File: src/rtl/mips_pkg.sv
// Shared definitions for the multi-cycle MIPS controller: opcodes, FSM states,
// datapath select codes and the bundled control-word type.
package mips_pkg;

    // Instruction opcodes (IR[31:26]) handled by the sequencer
    localparam logic [5:0] OP_RTYPE = 6'b000000;
    localparam logic [5:0] OP_LW    = 6'b100011;
    localparam logic [5:0] OP_SW    = 6'b101011;
    localparam logic [5:0] OP_BEQ   = 6'b000100;
    localparam logic [5:0] OP_ADDI  = 6'b001000;
    localparam logic [5:0] OP_J     = 6'b000010;

    // FSM state encoding, also exported on dbg_state
    typedef enum logic [3:0] {
        FETCH  = 4'd0,
        DECODE = 4'd1,
        MEMADR = 4'd2,
        MEMRD  = 4'd3,
        MEMWB  = 4'd4,
        MEMWR  = 4'd5,
        EXEC   = 4'd6,
        RWB    = 4'd7,
        BRANCH = 4'd8,
        JUMP   = 4'd9,
        ADDIEX = 4'd10,
        ADDIWB = 4'd11
    } state_e;

    // ALUOp codes sent to the ALU control block
    localparam logic [1:0] ALUOP_ADD   = 2'b00;
    localparam logic [1:0] ALUOP_SUB   = 2'b01;
    localparam logic [1:0] ALUOP_FUNCT = 2'b10;

    // ALU B-operand select
    localparam logic [1:0] SRCB_B        = 2'b00;
    localparam logic [1:0] SRCB_FOUR     = 2'b01;
    localparam logic [1:0] SRCB_SEXT     = 2'b10;
    localparam logic [1:0] SRCB_SEXT_SH2 = 2'b11;

    // Next-PC source select
    localparam logic [1:0] PCSRC_ALU    = 2'b00;
    localparam logic [1:0] PCSRC_ALUOUT = 2'b01;
    localparam logic [1:0] PCSRC_JUMP   = 2'b10;

    // All datapath controls decoded from the current state
    typedef struct packed {
        logic       pc_write;
        logic       pc_write_cond;
        logic       i_or_d;
        logic       mem_read;
        logic       mem_write;
        logic       ir_write;
        logic       mem_to_reg;
        logic       reg_dst;
        logic       reg_write;
        logic       alu_src_a;
        logic [1:0] alu_src_b;
        logic [1:0] alu_op;
        logic [1:0] pc_source;
    } ctrl_t;

    // True for opcodes the sequencer knows how to execute
    function automatic logic op_is_legal(input logic [5:0] op);
        logic legal;
        case (op)
            OP_RTYPE, OP_LW, OP_SW, OP_BEQ, OP_ADDI, OP_J: legal = 1'b1;
            default:                                       legal = 1'b0;
        endcase
        return legal;
    endfunction

endpackage

File: src/rtl/mips_mc_outdec.sv
// Moore output decoder: maps the current FSM state to the datapath control
// word. Only the memory-touching states look at mem_ready, so strobes that
// commit a memory transfer fire exactly once, on the completing cycle.
module mips_mc_outdec
    import mips_pkg::*;
(
    input  state_e state_i,
    input  logic   mem_ready_i,
    output ctrl_t  ctrl_o
);

    // Decode control word; every field defaults to 0 and is set per state
    always_comb begin
        ctrl_o = '0;
        case (state_i)
            FETCH: begin
                ctrl_o.mem_read  = 1'b1;
                ctrl_o.i_or_d    = 1'b0;
                ctrl_o.alu_src_a = 1'b0;
                ctrl_o.alu_src_b = SRCB_FOUR;
                ctrl_o.alu_op    = ALUOP_ADD;
                ctrl_o.pc_source = PCSRC_ALU;
                ctrl_o.ir_write  = mem_ready_i;
                ctrl_o.pc_write  = mem_ready_i;
            end
            DECODE: begin
                ctrl_o.alu_src_a = 1'b0;
                ctrl_o.alu_src_b = SRCB_SEXT_SH2;
                ctrl_o.alu_op    = ALUOP_ADD;
            end
            MEMADR: begin
                ctrl_o.alu_src_a = 1'b1;
                ctrl_o.alu_src_b = SRCB_SEXT;
                ctrl_o.alu_op    = ALUOP_ADD;
            end
            MEMRD: begin
                ctrl_o.mem_read = 1'b1;
                ctrl_o.i_or_d   = 1'b1;
            end
            MEMWB: begin
                ctrl_o.reg_write  = 1'b1;
                ctrl_o.mem_to_reg = 1'b1;
                ctrl_o.reg_dst    = 1'b0;
            end
            MEMWR: begin
                ctrl_o.mem_write = mem_ready_i;
                ctrl_o.i_or_d    = 1'b1;
            end
            EXEC: begin
                ctrl_o.alu_src_a = 1'b1;
                ctrl_o.alu_src_b = SRCB_B;
                ctrl_o.alu_op    = ALUOP_FUNCT;
            end
            RWB: begin
                ctrl_o.reg_write  = 1'b1;
                ctrl_o.reg_dst    = 1'b1;
                ctrl_o.mem_to_reg = 1'b0;
            end
            ADDIEX: begin
                ctrl_o.alu_src_a = 1'b1;
                ctrl_o.alu_src_b = SRCB_SEXT;
                ctrl_o.alu_op    = ALUOP_ADD;
            end
            ADDIWB: begin
                ctrl_o.reg_write = 1'b1;
                ctrl_o.reg_dst   = 1'b0;
            end
            BRANCH: begin
                ctrl_o.alu_src_a     = 1'b1;
                ctrl_o.alu_src_b     = SRCB_B;
                ctrl_o.alu_op        = ALUOP_SUB;
                ctrl_o.pc_write_cond = 1'b1;
                ctrl_o.pc_source     = PCSRC_ALUOUT;
            end
            JUMP: begin
                ctrl_o.pc_write  = 1'b1;
                ctrl_o.pc_source = PCSRC_JUMP;
            end
            default: ctrl_o = '0;
        endcase
    end

endmodule

File: src/rtl/mips_multicycle_ctrl.sv
// Multi-cycle MIPS control sequencer: state register, next-state logic,
// illegal-opcode flag and retired-instruction counter. Output decoding lives
// in mips_mc_outdec; write strobes are additionally held low during reset.
module mips_multicycle_ctrl
    import mips_pkg::*;
#(
    parameter int CNT_W   = 32,
    parameter int STATE_W = 4
) (
    input  logic               globalclock,
    input  logic               globalreset,
    input  logic [5:0]         opcode,
    input  logic               isZero,
    input  logic               mem_ready,
    output logic               PCWrite,
    output logic               PCWriteCond,
    output logic               IorD,
    output logic               MemRead,
    output logic               MemWrite,
    output logic               IRWrite,
    output logic               MemtoReg,
    output logic               RegDst,
    output logic               RegWrite,
    output logic               ALUSrcA,
    output logic [1:0]         ALUSrcB,
    output logic [1:0]         ALUOp,
    output logic [1:0]         PCSource,
    output logic               illegal_op,
    output logic [CNT_W-1:0]   instr_count,
    output logic [STATE_W-1:0] dbg_state
);

    state_e           state_q, state_d;
    logic [CNT_W-1:0] count_q, count_d;
    logic             retire;
    ctrl_t            ctrl;

    // The zero flag is consumed by the datapath together with PCWriteCond;
    // the sequencer itself never branches on it.
    logic unused_is_zero;
    assign unused_is_zero = isZero;

    mips_mc_outdec u_outdec (
        .state_i     (state_q),
        .mem_ready_i (mem_ready),
        .ctrl_o      (ctrl)
    );

    // State and counter registers, cleared asynchronously by reset
    always_ff @(posedge globalclock or negedge globalreset) begin
        if (!globalreset) begin
            state_q <= FETCH;
            count_q <= '0;
        end else begin
            state_q <= state_d;
            count_q <= count_d;
        end
    end

    // Next-state sequencing and retire detection on terminal states
    always_comb begin
        state_d = state_q;
        retire  = 1'b0;
        case (state_q)
            FETCH: begin
                if (mem_ready) state_d = DECODE;
            end
            DECODE: begin
                case (opcode)
                    OP_LW, OP_SW: state_d = MEMADR;
                    OP_RTYPE:     state_d = EXEC;
                    OP_BEQ:       state_d = BRANCH;
                    OP_ADDI:      state_d = ADDIEX;
                    OP_J:         state_d = JUMP;
                    default:      state_d = FETCH;
                endcase
            end
            MEMADR: begin
                if (opcode == OP_LW)      state_d = MEMRD;
                else if (opcode == OP_SW) state_d = MEMWR;
                else                      state_d = FETCH;
            end
            MEMRD: begin
                if (mem_ready) state_d = MEMWB;
            end
            MEMWB: begin
                state_d = FETCH;
                retire  = 1'b1;
            end
            MEMWR: begin
                if (mem_ready) begin
                    state_d = FETCH;
                    retire  = 1'b1;
                end
            end
            EXEC:   state_d = RWB;
            ADDIEX: state_d = ADDIWB;
            RWB, ADDIWB, BRANCH, JUMP: begin
                state_d = FETCH;
                retire  = 1'b1;
            end
            default: state_d = FETCH;
        endcase
    end

    // Retired-instruction counter wraps naturally at all-ones
    always_comb begin
        count_d = count_q;
        if (retire) count_d = count_q + CNT_W'(1);
    end

    // Output drive: write strobes and illegal flag are gated by reset
    always_comb begin
        PCWrite     = globalreset & ctrl.pc_write;
        PCWriteCond = globalreset & ctrl.pc_write_cond;
        IRWrite     = globalreset & ctrl.ir_write;
        RegWrite    = globalreset & ctrl.reg_write;
        MemWrite    = globalreset & ctrl.mem_write;
        IorD        = ctrl.i_or_d;
        MemRead     = ctrl.mem_read;
        MemtoReg    = ctrl.mem_to_reg;
        RegDst      = ctrl.reg_dst;
        ALUSrcA     = ctrl.alu_src_a;
        ALUSrcB     = ctrl.alu_src_b;
        ALUOp       = ctrl.alu_op;
        PCSource    = ctrl.pc_source;
        illegal_op  = globalreset & (state_q == DECODE) & ~op_is_legal(opcode);
    end

    assign instr_count = count_q;
    assign dbg_state   = STATE_W'(state_q);

endmodule

File: config.mk
export PLATFORM = sky130hd
export DESIGN_NAME = mips_multicycle_ctrl
export DESIGN_NICKNAME = d
export VERILOG_FILES = /design/src/rtl/mips_pkg.sv /design/src/rtl/mips_mc_outdec.sv /design/src/rtl/mips_multicycle_ctrl.sv
export SDC_FILE = /design/constraint.sdc
export NUM_CORES = 1
export LEC_CHECK = 0
export CAP_MARGIN = 20
export CORE_ASPECT_RATIO = 2
export CORE_MARGIN = 4
export CORE_UTILIZATION = 50
export CTS_CLUSTER_DIAMETER = 200
export CTS_CLUSTER_SIZE = 24
export DETAILED_ROUTE_END_ITERATION = 6
export GPL_TIMING_DRIVEN = 0
export PLACE_DENSITY = 0.85
export SLEW_MARGIN = 40
export SYNTH_ARGS = -nofsm -noshare
export SYNTH_HDL_FRONTEND = slang
export SYNTH_SLANG_ARGS = --single-unit
File: constraint.sdc
create_clock -name globalclock -period 4.9 [get_ports globalclock]
set_input_delay 1.225 -clock globalclock [delete_from_list [all_inputs] [get_ports globalclock]]
set_output_delay 1.225 -clock globalclock [all_outputs]
set_load 0.02 [all_outputs]
# --- Word-level counts from Yosys, hierarchy flattened ---
# Cells that the tools add are included.
totals:
  n_memories: 0
  romBits: 0
  latch_bits: 0
  output_inout_bits: 53
  ram_bits: 0
  regBits: 36
  wordCells: 60
classes:
  mul: 0
  n_lt_le_gt_ge: 0
  eq_ne: 19
  n_bitwise: 8
  n_mux: 20
  n_reduce_logical: 10
  shifts: 0
  addsub: 1
  n_div: 0
op_table:
  columns: ["operator", "count"]
  rows:
  - ["$add 32x1->32 const B", 1]
  - ["$pmux 4 s7", 1]
  - ["$pmux 5 s5", 1]
  - ["$pmux 4 s5", 1]
  - ["$eq 4x3->1 const B", 4]
  - ["$eq 4x4->1 const B", 4]
  - ["$eq 6x6->1 const B", 2]
  - ["$mux 4", 3]
  - ["$reduce_or 2->1", 5]
  - ["$eq 4x2->1 const B", 2]
  - ["$mux 1", 8]
  - ["$pmux 2 s2", 2]
  - ["$and 1x1->1", 7]
  - ["$eq 6x2->1 const B", 1]
  - ["$eq 6x3->1 const B", 1]
  - ["$eq 6x4->1 const B", 1]
  - ["$logic_not 6->1", 1]
  - ["$mux 3", 2]
  - ["$ne 2x2->1 const B", 3]
  - ["$reduce_or 6->1", 1]
  - ["$reduce_or 5->1", 1]
  - ["$eq 4x1->1 const B", 1]
  - ["$logic_not 4->1", 1]
  - ["$pmux 1 s2", 2]
  - ["other kinds (2)", 2]

# --- Longest topological paths before layout ---
# Gate-level depths: netlist of the first run.
depth:
  depth_word: 5
  depth_mapped: 7
  depth_no_buf: 5

# --- Hierarchy ---
# A second synthesis of the first run with hierarchy kept.
hier_totals:
  hier_cells: 226
  area_unflattened_um2: 2235.9
modules_own_cells:
  columns: ["mod", "area_each_um2", "n_inst", "cells_per_inst"]
  rows:
  - ["mips_multicycle_ctrl", 2005.7, 1, 195]
  - ["mips_mc_outdec", 230.2, 1, 31]

# --- Worst setup path before layout of the first run ---
# No wires, ideal clock.
synth_timing:
  path_kind: "input to output"
  start: "in opcode[1]"
  end: "out illegal_op"
  path_stages: 4
  t_arrival_ns: 2.315
  slack_ns: 1.360
  path_cell_list: "xor2_1 > o21ai_0 > nor2_1 > nor4_1"
synth_via:
  elab_chain_len: 5
  word_cells_on_any_way: 10
synth_lines:
  columns: ["element", "line", "source"]
  rows:
  - ["start: declaration", "mips_multicycle_ctrl.sv:12", "input logic [5:0] opcode,"]
  - ["$eq 6x6->1 (tied with other cells)", "mips_pkg.sv:65", "case (op)"]
  - ["$reduce_or 6->1 (*)", "mips_pkg.sv:65", null]
  - ["$mux 1 (*)", "mips_pkg.sv:65", null]
  - ["$not 1->1 (*)", "mips_multicycle_ctrl.sv:127", "illegal_op = globalreset & (state_q == DECODE) & ~op_is_legal(opcode);"]
  - ["$and 1x1->1 (*)", "mips_multicycle_ctrl.sv:127", null]
  - ["end: declaration", "mips_multicycle_ctrl.sv:28", "output logic illegal_op,"]
# Every way passes the cells marked *; elsewhere a longest branch is shown, timed or not.

# --- Worst setup path after layout of the first run ---
# Same ends and word-level chain as after synthesis.

==> flow_summary.json, run 1 <==
{
  "synth-seq-cells": 36,
  "final_cell_mix": "60 x clkdlybuf4s50_1, 36 x dfrtp_1, 18 x nand2_1, 18 x xnor2_1",
  "fp.coreArea_um2": 3884,
  "seqCellArea_um2": 900.9,
  "syn_area_um2": 2018,
  "relSlewSlack": 0.6187,
  "synth_top_area_frac": 0.4464,
  "fin_setup_tns_ps": 0,
  "drc_errors": 0,
  "sw_frac_of_total": 0.3247,
  "seq_area_frac_synth": 0.4464,
  "setup_violations": 0,
  "status": "completed",
  "num_antenna_cells": 0,
  "r2r-start": "dbg_state[1]$_DFFE_PN0P_",
  "wl_per_cell_um": 15.00,
  "antenna_found_initial": 0,
  "yosysTopAreaCell": "dfrtp_1",
  "drt_pre_antenna_iters": 4,
  "fin_crit_ps": 4393,
  "gr-usage-all-layers": 0.2144,
  "ctsResizeCount": 0,
  "hold_slack_ps": 478.6,
  "ff2ff_setup_slack_ps": 2910,
  "powerDensity_nw_per_um2": 307.9,
  "setup.worst_path.start": "opcode[1]",
  "syn_area_per_cell_um2": 9.475,
  "switching_power_uw": 280.1,
  "cts_root_buf": "clkbuf_8",
  "drt_wl_total_um": 4994,
  "end_kind": "primary output",
  "final.fill_count": 320,
  "critical_path.max_stage_delay_ps": 650,
  "finish.instance_area_um2": 2801,
  "critPathCapture": "illegal_op",
  "grt_setup_unrepaired": "false",
  "worstMarginPinSlew_ps": 557.5,
  "cp-start-kind": "input pin",
  "io_buffers": 61,
  "power_leakage_uw": 0.001180,
  "max_cap_violations": 0,
  "numCtsBuffers": 5,
  "vias_per_cell": 5.544,
  "drive_above_1_share": 0.07092,
  "syn2layout_area_growth_pct": 38.81,
  "required_ps": 3670,
  "vias": 1846,
  "fin_util": 0.7213,
  "layout.nets": 292,
  "final_cells": 333,
  "die_h_um": 97.85,
  "synth_cells": 213,
  "r2r_end": "instr_count[27]$_DFFE_PN0P_",
  "place_area_um2": 2690,
  "worstPathCellList": "clkdlybuf4s50_1, xor2_1, o21ai_0, nor2_1, nor4_1, clkdlybuf4s50_1",
  "hold_buffers": 0,
  "whs_path_depth": 1,
  "start_util": 0.5197,
  "io_pins": 63,
  "synth.distinct_cells": 41,
  "first_global_vias": 1898,
  "hold_viol_final": 0,
  "postRouteAntennaNets": 0,
  "layout_commonest_cell": "clkdlybuf4s50_1",
  "synthArstFlopShare": 1.000,
  "critPathMostFrequentCell": "clkdlybuf4s50_1",
  "synth.area.top_cells": "dfrtp_1 45%, xnor2_1 7.8%, xor2_1 6.5%",
  "cts.reportedPaths.clkPinSlew_ps": 70,
  "slowest_stage": "clkdlybuf4s50_1",
  "gp_congestion": 0.8142,
  "postCtsSetupBuffers": 0,
  "seqPwrFrac": 0.390,
  "clock_skew_ps": 7.433,
  "dp_cells": 325,
  "cts_tree": "done",
  "p_comb_frac": 0.317,
  "period_share": 0.8965,
  "p_clk_frac": 0.293,
  "clockBufferDepth": 2,
  "ys_warn_count": 0,
  "synth-edff-count": 0,
  "crit_fanout": 6,
  "syn_nets": 224,
  "hpwlAfterDp_um": 3831,
  "grt_overflow": 0,
  "clkSinkCount": 36,
  "worstSkewPairLatency_ps": 280,
  "die_w_um": 52.93,
  "multi_input_area_um2": 1055,
  "cp.arrival_ps": 3170,
  "power_report.internal_total_uw": 582.5,
  "path_class": "in2out",
  "drt_first_iter_violations": 38,
  "slew_violations": 0,
  "cts_max_level": 2,
  "fmax_mhz": 227.7,
  "rows": 32,
  "ys.flop_type": "dfrtp_1",
  "die_area_um2": 5179,
  "ir_worst_vdd_mv": 0.2675,
  "reg2reg_depth": 7,
  "hp-class": "reg2reg",
  "grt_max_degree": 42,
  "grt_pass1_wl_um": 8424
}
==> power by group through the flow <==
stage / sequential [uW] / clock, uW / combinational, uW
2_1_floorplan: 359 / 0 / 137
3_3_place_gp: 341 / 0 / 268
3_5_place_dp: 341 / 0 / 272
4_1_cts: 336 / 258 / 275
5_1_grt: 339 / 275 / 295
6_report: 336 / 253 / 274
==> synthesized netlist by cell type, types with 2 or more instances <==
cell type,count
dfrtp_1,36
nand2_1,18
xnor2_1,18
nor2_1,17
nor3_1,17
xor2_1,15
nand3_1,13
nand4_1,9
nand2b_1,7
a21oi_1,6
nor4_1,6
and3_1,4
clkbuf_1,4
inv_1,4
o21ai_0,4
and2_1,3
a2111oi_0,2
and3b_1,2
and4_1,2
buf_6,2
nor2b_1,2
nor4b_1,2
or3_1,2
==> flip-flops by register name, summed over array words and instances, names as in the netlist <==
signal / cells
instr_count: 32
dbg_state: 4
==> through the flow <==
step                total power [uW]  setup WS (ps)
floorplan                      495.8           1360
global placement               609.0         -469.8
detailed placement             613.6          546.1
CTS                            869.3          512.2
global route                   908.5          382.8
finish                         862.6          507.3
==> final cells by class <==
class / instances / share of cell area
multi-input cells: 165 / 0.3765
flip-flops and latches: 36 / 0.3216
repair buffers: 61 / 0.2171
clock buffers: 5 / 0.02456
well taps: 51 / 0.02278
plain buffers: 8 / 0.01697
clock inverters: 3 / 0.01519
inverters: 4 / 0.005360
==> metal layers <==
metal / share of wire / GRT usage / wire (um)
met1: 0.35 / 0.2149 / 1766
met2: 0.58 / 0.3994 / 2874
met3: 0.053 / 0.03511 / 266
met4: 0.018 / 0.1024 / 88
met5: 0 / 0 / 0
==> critical path: cells and delay by family <==
kind,cells,cell delay [ps]
xor+xnor,1,200
compound gates,1,230
buf+inv,2,1150
simple gates,2,350
==> how the worst min path moves through the flow <==
stage	start	end	slack, ps
6_report	instr_count[31]$_DFFE_PN0P_	instr_count[31]$_DFFE_PN0P_	480
5_1_grt	instr_count[30]$_DFFE_PN0P_	instr_count[30]$_DFFE_PN0P_	520
3_3_place_gp	instr_count[31]$_DFFE_PN0P_	instr_count[31]$_DFFE_PN0P_	460
4_1_cts	instr_count[31]$_DFFE_PN0P_	instr_count[31]$_DFFE_PN0P_	480
2_1_floorplan	instr_count[31]$_DFFE_PN0P_	instr_count[31]$_DFFE_PN0P_	580
3_5_place_dp	instr_count[31]$_DFFE_PN0P_	instr_count[31]$_DFFE_PN0P_	470
==> logic make-up after synthesis <==
logic type      after synthesis  synth area share
simple gates                113            0.3143
flops                        36            0.4464
xor+xnor                     33            0.1432
compound gates               18           0.05890
buf+inv                      12           0.03099
fa+ha+maj                     1          0.006199
Power figures use the tool's default switching activity.
==> run 2, diff against run 1 <==
--- a/config.mk
+++ b/config.mk
@@ -5,16 +5,17 @@
 export SDC_FILE = /design/constraint.sdc
 export NUM_CORES = 1
 export LEC_CHECK = 0
+export ABC_AREA = 1
 export CAP_MARGIN = 20
 export CORE_ASPECT_RATIO = 2
 export CORE_MARGIN = 4
-export CORE_UTILIZATION = 50
-export CTS_CLUSTER_DIAMETER = 200
+export CORE_UTILIZATION = 54
+export CTS_CLUSTER_DIAMETER = 150
 export CTS_CLUSTER_SIZE = 24
 export DETAILED_ROUTE_END_ITERATION = 6
 export GPL_TIMING_DRIVEN = 0
-export PLACE_DENSITY = 0.85
-export SLEW_MARGIN = 40
+export PLACE_DENSITY = 0.86
+export SLEW_MARGIN = 30
 export SYNTH_ARGS = -nofsm -noshare
 export SYNTH_HDL_FRONTEND = slang
 export SYNTH_SLANG_ARGS = --single-unit
==> flow_summary.json, run 2 <==
{
  "slowest_stage": "clkdlybuf4s50_1",
  "first_global_vias": 2994,
  "cts_tree": "done",
  "synth_most_common_cell": "nand2_1",
  "die_h_um": 106.3,
  "gp_congestion": 0.8802,
  "wl_per_cell_um": 13.84,
  "hpwlAfterDp_um": 6064,
  "grt_pass1_wl_um": 12920,
  "synth.area.top_cells": "dfrtp_1 35%, nand2_1 26%, nor2_1 8.9%",
  "syn_area_per_cell_um2": 6.253,
  "grt_overflow": 0,
  "syn_area_um2": 2608,
  "power_leakage_uw": 0.001565,
  "rows": 35,
  "critPathMostFrequentCell": "clkdlybuf4s50_1",
  "cts_max_level": 2,
  "drc_errors": 0,
  "layout.nets": 497,
  "antenna_found_initial": 0,
  "postCtsSetupBuffers": 0,
  "powerDensity_nw_per_um2": 266.1,
  "max_cap_violations": 0,
  "synthXorXnorAreaFrac": 0.02351,
  "hold_slack_ps": 511.5,
  "io_pins": 63,
  "drt_first_iter_violations": 98,
  "synth-adder-area-share": 0.004798,
  "num_antenna_cells": 0,
  "synth-seq-cells": 36,
  "drt_pre_antenna_iters": 4,
  "cts.reportedPaths.clkPinSlew_ps": 70,
  "drive_above_1_share": 0.06996,
  "worstSkewPairLatency_ps": 290,
  "die_w_um": 57.14,
  "synth_top_family_by_area": "simple AND/OR/NAND/NOR gates",
  "syn_nets": 428,
  "required_ps": 3670,
  "clockBufferDepth": 2,
  "synthArstFlopShare": 1.000,
  "yosysTopAreaCell": "dfrtp_1",
  "status": "completed",
  "gr-usage-all-layers": 0.2682,
  "ctsResizeCount": 0,
  "end_kind": "primary output",
  "synth_top_area_frac": 0.3455,
  "hold_viol_final": 0,
  "ys_warn_count": 0,
  "cts_root_buf": "clkbuf_8",
  "p_total_uw": 899.3,
  "muxShareOfSynthArea": 0,
  "synth.distinct_cells": 26,
  "final_cell_mix": "179 x nand2_1, 62 x nor2_1, 60 x clkdlybuf4s50_1",
  "seq_area_frac_synth": 0.3455,
  "fin_crit_ps": 4129,
  "setup_violations": 0,
  "period_share": 0.8426,
  "numCtsBuffers": 5,
  "yosys-top-cells-count": "179 x nand2_1, 62 x nor2_1, 46 x inv_1",
  "synth_compound_area_frac": 0.04079,
  "critical_path.max_stage_delay_ps": 630,
  "clkSinkCount": 36,
  "hold_buffers": 0,
  "clock_skew_ps": 12.41,
  "yosys.area_share.simple": 0.4904,
  "synth-edff-count": 0,
  "ir_worst_vdd_mv": 0.2919,
  "largest_reg_flops": 32,
  "vias": 2864,
  "layout_commonest_cell": "nand2_1",
  "die_area_um2": 6072,
  "fin_util": 0.7280,
  "hp-class": "reg2reg",
  "cp.arrival_ps": 2900,
  "path_class": "in2out",
  "slew_violations": 0,
  "io_buffers": 61,
  "grt_setup_unrepaired": "false",
  "ys.flop_type": "dfrtp_1",
  "relSlewSlack": 0.7163,
  "synth_cells": 417,
  "worstPathCellList": "clkdlybuf4s50_1, nor2_1, inv_1, nand2_1, o21ai_0, nor3_1, clkdlybuf4s50_1",
  "cp-start-kind": "input pin",
  "worstMarginPinSlew_ps": 424.0,
  "worst-path-buf-inv": 3,
  "fp.coreArea_um2": 4642,
  "postRouteAntennaNets": 0,
  "crit_fanout": 4,
  "final.fill_count": 408,
  "drt_wl_total_um": 7490,
  "grt_max_degree": 26,
  "vias_per_cell": 5.294,
  "cp_top_family": "buffers and inverters",
  "start_util": 0.5617,
  "syn2layout_area_growth_pct": 29.61,
  "fmax_mhz": 242.2
}
## run 2: cell count changes after synthesis, moves of 6 or more
cell | previous run | this run
nand2_1 | 18 | 179
inv_1 | 4 | 46
nor2_1 | 17 | 62
nand3_1 | 13 | 25
xnor2_1 | 18 | 1
xor2_1 | 15 | 6
nand3b_1 | 0 | 6
nor3_1 | 17 | 4
o21ai_0 | 4 | 10
nor4_1 | 6 | 0
nand2_2 | 0 | 6
nand2b_1 | 7 | 0
## run 2: layout make-up
| class | instances | area, um2 | share of cell area |
|---|---|---|---|
| plain buffers | 6 | 63.81 | 0.01888 |
| clock buffers | 6 | 72.57 | 0.02147 |
| clock inverters | 1 | 5.005 | 0.001481 |
| inverters | 49 | 183.9 | 0.05442 |
| multi-input cells | 326 | 1459 | 0.4317 |
| flip-flops and latches | 36 | 900.9 | 0.2666 |
| well taps | 55 | 68.82 | 0.02036 |
| repair buffers | 62 | 625.6 | 0.1851 |
## run 2: final timing paths
check	startpoint	end	slack [ps]	cells after the start
min	instr_count[31]$_DFFE_PN0P_	instr_count[31]$_DFFE_PN0P_	510	2
max in group asynchronous	globalreset	instr_count[5]$_DFFE_PN0P_	3590	2
max reg2reg	instr_count[0]$_DFFE_PN0P_	instr_count[20]$_DFFE_PN0P_	3250	8
min reg2reg	instr_count[31]$_DFFE_PN0P_	instr_count[31]$_DFFE_PN0P_	510	2
min in group asynchronous	globalreset	instr_count[26]$_DFFE_PN0P_	840	1
max	opcode[3]	illegal_op	770	7
## run 2: power breakdown
| group | internal, uW | switching [uW] |
|---|---|---|
| logic | 140 | 201 |
| clock network | 96.8 | 108 |
| registers | 321 | 33.2 |
## run 2: cells by family after synthesis
| group | count (synthesis) |
|---|---|
| adder cells (fa/ha/maj) | 1 |
| flip-flops | 36 |
| AND/OR/NAND/NOR | 300 |
| AO/OA/AOI/OAI | 18 |
| XOR/XNOR | 7 |
| buffers and inverters | 55 |
## run 2: routing by layer
metal,GRT usage,share of wire,up-vias
li1,-,-,1422
met1,0.2546,0.34,1304
met2,0.4836,0.54,99
met3,0.03767,0.045,39
met4,0.2222,0.082,0
met5,0,0,-
## run 2: stage by stage
stage	TNS [ps]	cells	setup slack [ps]	area, um2
finish	0	541	771.5	3379
global route	0	541	656.6	3379
CTS	0	541	779.6	3379
detailed placement	0	534	802.8	3302
global placement	-2760	533	-647.1	3287
floorplan	0	417	1607	2608
## run 2: tightest hold or removal path, cell delays in order (launching register included)
cell and delay, ps:
dfrtp_1 370, nand2_1 60, nand2_1 50
